### config.mk
export PLATFORM = sky130hd
export DESIGN_NAME = tdm_demux
export DESIGN_NICKNAME = d
export VERILOG_FILES = /design/src/rtl/tdm_demux.sv
export SDC_FILE = /design/constraint.sdc
export NUM_CORES = 1
export LEC_CHECK = 0
export BUFFER_PORTS_ARGS = -buffer_cell sky130_fd_sc_hd__buf_4
export CAP_MARGIN = 20
export CORE_MARGIN = 2
export CORE_UTILIZATION = 30
export DETAILED_ROUTE_END_ITERATION = 6
export GPL_TIMING_DRIVEN = 1
export SETUP_SLACK_MARGIN = 0.1
export SKIP_CTS_REPAIR_TIMING = 1
export SKIP_LAST_GASP = 1
export SYNTH_ARGS = -nofsm -noshare
export SYNTH_HDL_FRONTEND = slang
export SYNTH_SLANG_ARGS = --single-unit
### constraint.sdc
create_clock -name clk -period 2.3 [get_ports clk]
set_input_delay 0.23 -clock clk [delete_from_list [all_inputs] [get_ports clk]]
set_output_delay 0.23 -clock clk [all_outputs]
set_load 0.01 [all_outputs]
### src/rtl/tdm_demux.sv
// Receive-side TDM demultiplexer: locks onto frame sync, assembles NCH slots of
// SLOT_W bits (MSB first) in a shadow register and publishes each complete frame.
module tdm_demux #(
  parameter int NCH    = 4,
  parameter int SLOT_W = 4
) (
  input  logic                    clk,
  input  logic                    rst_n,
  input  logic                    din,
  input  logic                    din_valid,
  input  logic                    fsync,
  output logic [NCH*SLOT_W-1:0]   frame_out,
  output logic                    frame_valid,
  output logic                    sync_err,
  output logic                    locked
);

  localparam int FW = NCH * SLOT_W;
  localparam int CW = $clog2(FW);

  typedef enum logic {HUNT, RECV} state_t;

  state_t          state_reg;
  logic [CW-1:0]   cnt_reg;
  logic [FW-1:0]   shadow_reg;
  logic [FW-1:0]   shadow_next;
  logic [CW-1:0]   wr_idx;

  // An fsync beat always lands at beat 0, whatever the counter says.
  assign wr_idx = fsync ? '0 : cnt_reg;

  // Beat gi maps to a fixed frame bit; the mapping is a permutation, so each
  // shadow bit has exactly one driver.
  generate
    for (genvar gi = 0; gi < FW; gi++) begin : g_pos
      localparam int P = (gi / SLOT_W) * SLOT_W + SLOT_W - 1 - (gi % SLOT_W);
      assign shadow_next[P] = (wr_idx == CW'(gi)) ? din : shadow_reg[P];
    end
  endgenerate

  always_ff @(posedge clk or negedge rst_n) begin
    if (!rst_n) begin
      state_reg   <= HUNT;
      cnt_reg     <= '0;
      shadow_reg  <= '0;
      frame_out   <= '0;
      frame_valid <= 1'b0;
      sync_err    <= 1'b0;
      locked      <= 1'b0;
    end else begin
      frame_valid <= 1'b0;
      sync_err    <= 1'b0;
      if (din_valid) begin
        case (state_reg)
          HUNT: begin
            if (fsync) begin
              shadow_reg <= shadow_next;
              cnt_reg    <= CW'(1);
              state_reg  <= RECV;
              locked     <= 1'b1;
            end
          end
          RECV: begin
            if (fsync && cnt_reg != '0) begin
              // Early sync wins over completion: restart on this beat.
              sync_err   <= 1'b1;
              shadow_reg <= shadow_next;
              cnt_reg    <= CW'(1);
            end else if (!fsync && cnt_reg == '0) begin
              sync_err   <= 1'b1;
              state_reg  <= HUNT;
              locked     <= 1'b0;
            end else begin
              shadow_reg <= shadow_next;
              if (cnt_reg == CW'(FW - 1)) begin
                frame_out   <= shadow_next;
                frame_valid <= 1'b1;
                cnt_reg     <= '0;
              end else begin
                cnt_reg <= cnt_reg + CW'(1);
              end
            end
          end
          default: begin
            state_reg <= HUNT;
            locked    <= 1'b0;
          end
        endcase
      end
    end
  end

endmodule

==> flow_summary.toml <==
[timing]
post-route-period-util_pct = 93.0
setup_viol = 0
post-route-worst-setup-slack_ns = 0.162
grt_setup_unrepaired = "true"
period_minus_slack_ns = 2.14
finClkSkew_ns = 0.0147
setup-tns-final_ns = 0
relSlewSlack_pct = 60.3
worst_pin_slew_ns = 0.593
fmax_ghz = 0.468
finalHoldViolations = 0
slew_violations = 0
holdWs_ns = 0.246

[setup_path]
critPathMostFrequentCell = "ha_1"
critPathKind = "flip-flop to flip-flop"
crit_path_max_incr_delay_ns = 0.41
start_kind = "flip-flop"
path_max_fanout = 6
path_cells = "inv_2 -> ha_1 -> nand2_1 -> inv_1 -> ha_1 -> nor2b_2 -> or3_4 -> nor2_1 -> mux2_2"
worst_setup_path_end_kind = "flip-flop"
cpMaxStageDelayCell = "or3_4"
cp.arrival_ns = 2.32
ff2ff_setup_slack_ns = 0.16
required_ns = 2.49

[power]
p_switching_uw = 695
seqPwrFrac_pct = 42.4
leakagePower_nw = 1.07
power_frac_comb_pct = 29.1
p_per_area_nw_per_um2 = 901
power.share.clock_pct = 28.5
power.share.switching_pct = 33.0
irDropWorstVdd_mv = 0.296
p_int_mw = 1.41

[clocking]
clock-sinks = 40
cts-root-buf = "clkbuf_8"
cts_tree = "yes"
cts.clk_slew.worst_paths_ns = 0.09
cts_max_path_buffers = 2
numCtsBuffers = 5
htreeDepth = 2
insertion_delay_ns = 0.30

[layout]
n_antenna_cell = 0
final_cells = 298
drive_gt1_share_pct = 28.5
final_area_um2 = 2330
final_nets = 230
final-seq-area_um2 = 1000
area_delta_synth_final_pct = 21.0
fillCellCount = 624
multiInputGateArea_um2 = 868

[global_route]
grt_max_degree = 41
grt.total_usage_pct = 12.7
overflow = 0
grt_pass1_wl_um = 7120
grt_pass1_vias = 1411
antenna_found_initial = 0

[floorplanning]
io_pins = 24
die-area_um2 = 7080
std_cell_rows = 29
core_um2 = 6280
die_w_um = 84.1
initial_utilization_pct = 30.7
die_h_um = 84.1

[logic_synthesis]
syn_inst = 194
yosys_warnings = 0
synth_edf_count = 0
seq_area_frac_synth_pct = 51.9
ys_types = 31
syn_avg_cell_area_um2 = 9.93
netlist_area_um2 = 1930
synthesis.nets = 204
async_flop_share_pct = 100
synth_seq_cells = 40
ys.flop_type = "dfrtp_1"

[route]
vias = 1468
routed_wirelength_um = 4200
wl_per_cell_um = 14.1
ant_nets = 0
post-route-drc-count = 0
drtIter0Drc = 101
dr.pass1.iters = 4
vias_per_cell = 4.93

[placement]
placed_cell_area_um2 = 2180
place_congestion = 0.846
dpl.cell_count = 288
detailed_place_hpwl_um = 2880
io_buffers = 23
dp_slack_ns = 0.197

[job]
max_cap_violations = 0

[outcome]
outcome = "finished, final reports clean"

[hold_path]
hp-class = "input port to flip-flop"
==> logic make-up (layout without fill, tap and decap cells) <==
group	after synthesis	after routing	synth area share (%)
multiplexers	19	19	10.9
AO/OA/AOI/OAI	45	45	12.6
adder cells (fa/ha/maj)	5	5	3.25
flip-flops	40	40	51.9
buffers and inverters	17	44	3.90
AND/OR/NAND/NOR	68	68	17.4
==> layout by cell type (no fill, tap or decap), drive strengths merged, types with 2 or more instances in the layout <==
master	n
dfrtp	40
buf	29
o21ai	28
nor2	23
nand2	16
mux2	16
a21oi	11
nor3	7
inv	6
nand3	5
ha	5
clkbuf	5
or3	5
mux2i	3
or3b	3
nand2b	2
nand3b	2
and3	2
clkinv	2
a21o	2
==> synthesized netlist by cell type, types with 2 or more instances <==
| cell | instances | area share [%] |
|---|---|---|
| dfrtp_1 | 40 | 52 |
| or3b_1 | 2 | 0.91 |
| and3_1 | 2 | 0.65 |
| clkbuf_1 | 8 | 1.6 |
| mux2i_1 | 3 | 1.6 |
| o21ai_0 | 28 | 7.3 |
| a21oi_1 | 11 | 2.9 |
| or3_1 | 3 | 0.97 |
| nand3b_1 | 2 | 0.78 |
| inv_1 | 6 | 1.2 |
| mux2_2 | 13 | 7.6 |
| nor2_1 | 22 | 4.3 |
| mux2_1 | 3 | 1.8 |
| nor3_1 | 7 | 1.8 |
| ha_1 | 5 | 3.2 |
| nand3_1 | 5 | 1.3 |
| or3_4 | 2 | 1.2 |
| nand2_1 | 16 | 3.1 |
| nand2b_1 | 2 | 0.65 |
| buf_4 | 3 | 1.2 |
==> power groups by stage <==
stage / combinational (mW) / clock, mW / sequential (mW)
finish: 0.611 / 0.599 / 0.892
global route: 0.684 / 0.635 / 0.909
CTS: 0.595 / 0.604 / 0.890
detailed placement: 0.592 / 0 / 0.904
global placement: 0.585 / 0 / 0.900
floorplan: 0.405 / 0 / 0.902
==> worst max-delay path, delay by kind of cell (launching register included) <==
kind,cells,cell delay [ns]
flops,1,0.37
buf+inv,2,0.13
fa+ha+maj,2,0.38
simple gates,4,0.80
mux,1,0.34
==> metrics by stage <==
| stage | total power [mW] | util [%] |
|---|---|---|
| floorplan | 1.31 | - |
| global placement | 1.48 | 34.7 |
| detailed placement | 1.50 | 34.7 |
| CTS | 2.09 | 36.6 |
| global route | 2.23 | 37.2 |
| finish | 2.10 | 37.2 |
==> path summary, 6_finish.rpt <==
check	startpoint	to	cells after the start
max	cnt_reg[0]	shadow_reg[1]	9
min	din_valid	state_reg	3
max reg2reg	cnt_reg[0]	shadow_reg[1]	9
min reg2reg	frame_out[2]	frame_out[2]	2
max in group asynchronous	rst_n	shadow_reg[12]	2
min in group asynchronous	rst_n	cnt_reg[2]	2
==> layout make-up <==
| class | count | area share [%] |
|---|---|---|
| Inverter | 6 | 0.966 |
| Clock buffer | 5 | 2.95 |
| Multi-Input combinational cell | 137 | 37.2 |
| Sequential cell | 40 | 42.9 |
| Timing Repair Buffer | 30 | 9.76 |
| Clock inverter | 3 | 2.04 |
| Tap cell | 77 | 4.13 |
==> routing by layer <==
layer	GRT usage (%)	vias to the layer above	share of wire, %	routed length (um)
met4	4.25	0	1.8	76
met1	17.4	705	48	2020
met2	19.1	30	46	1920
met3	3.83	11	4.5	189
li1	-	722	-	-
met5	0	-	0	0
Power figures use the tool's default switching activity.
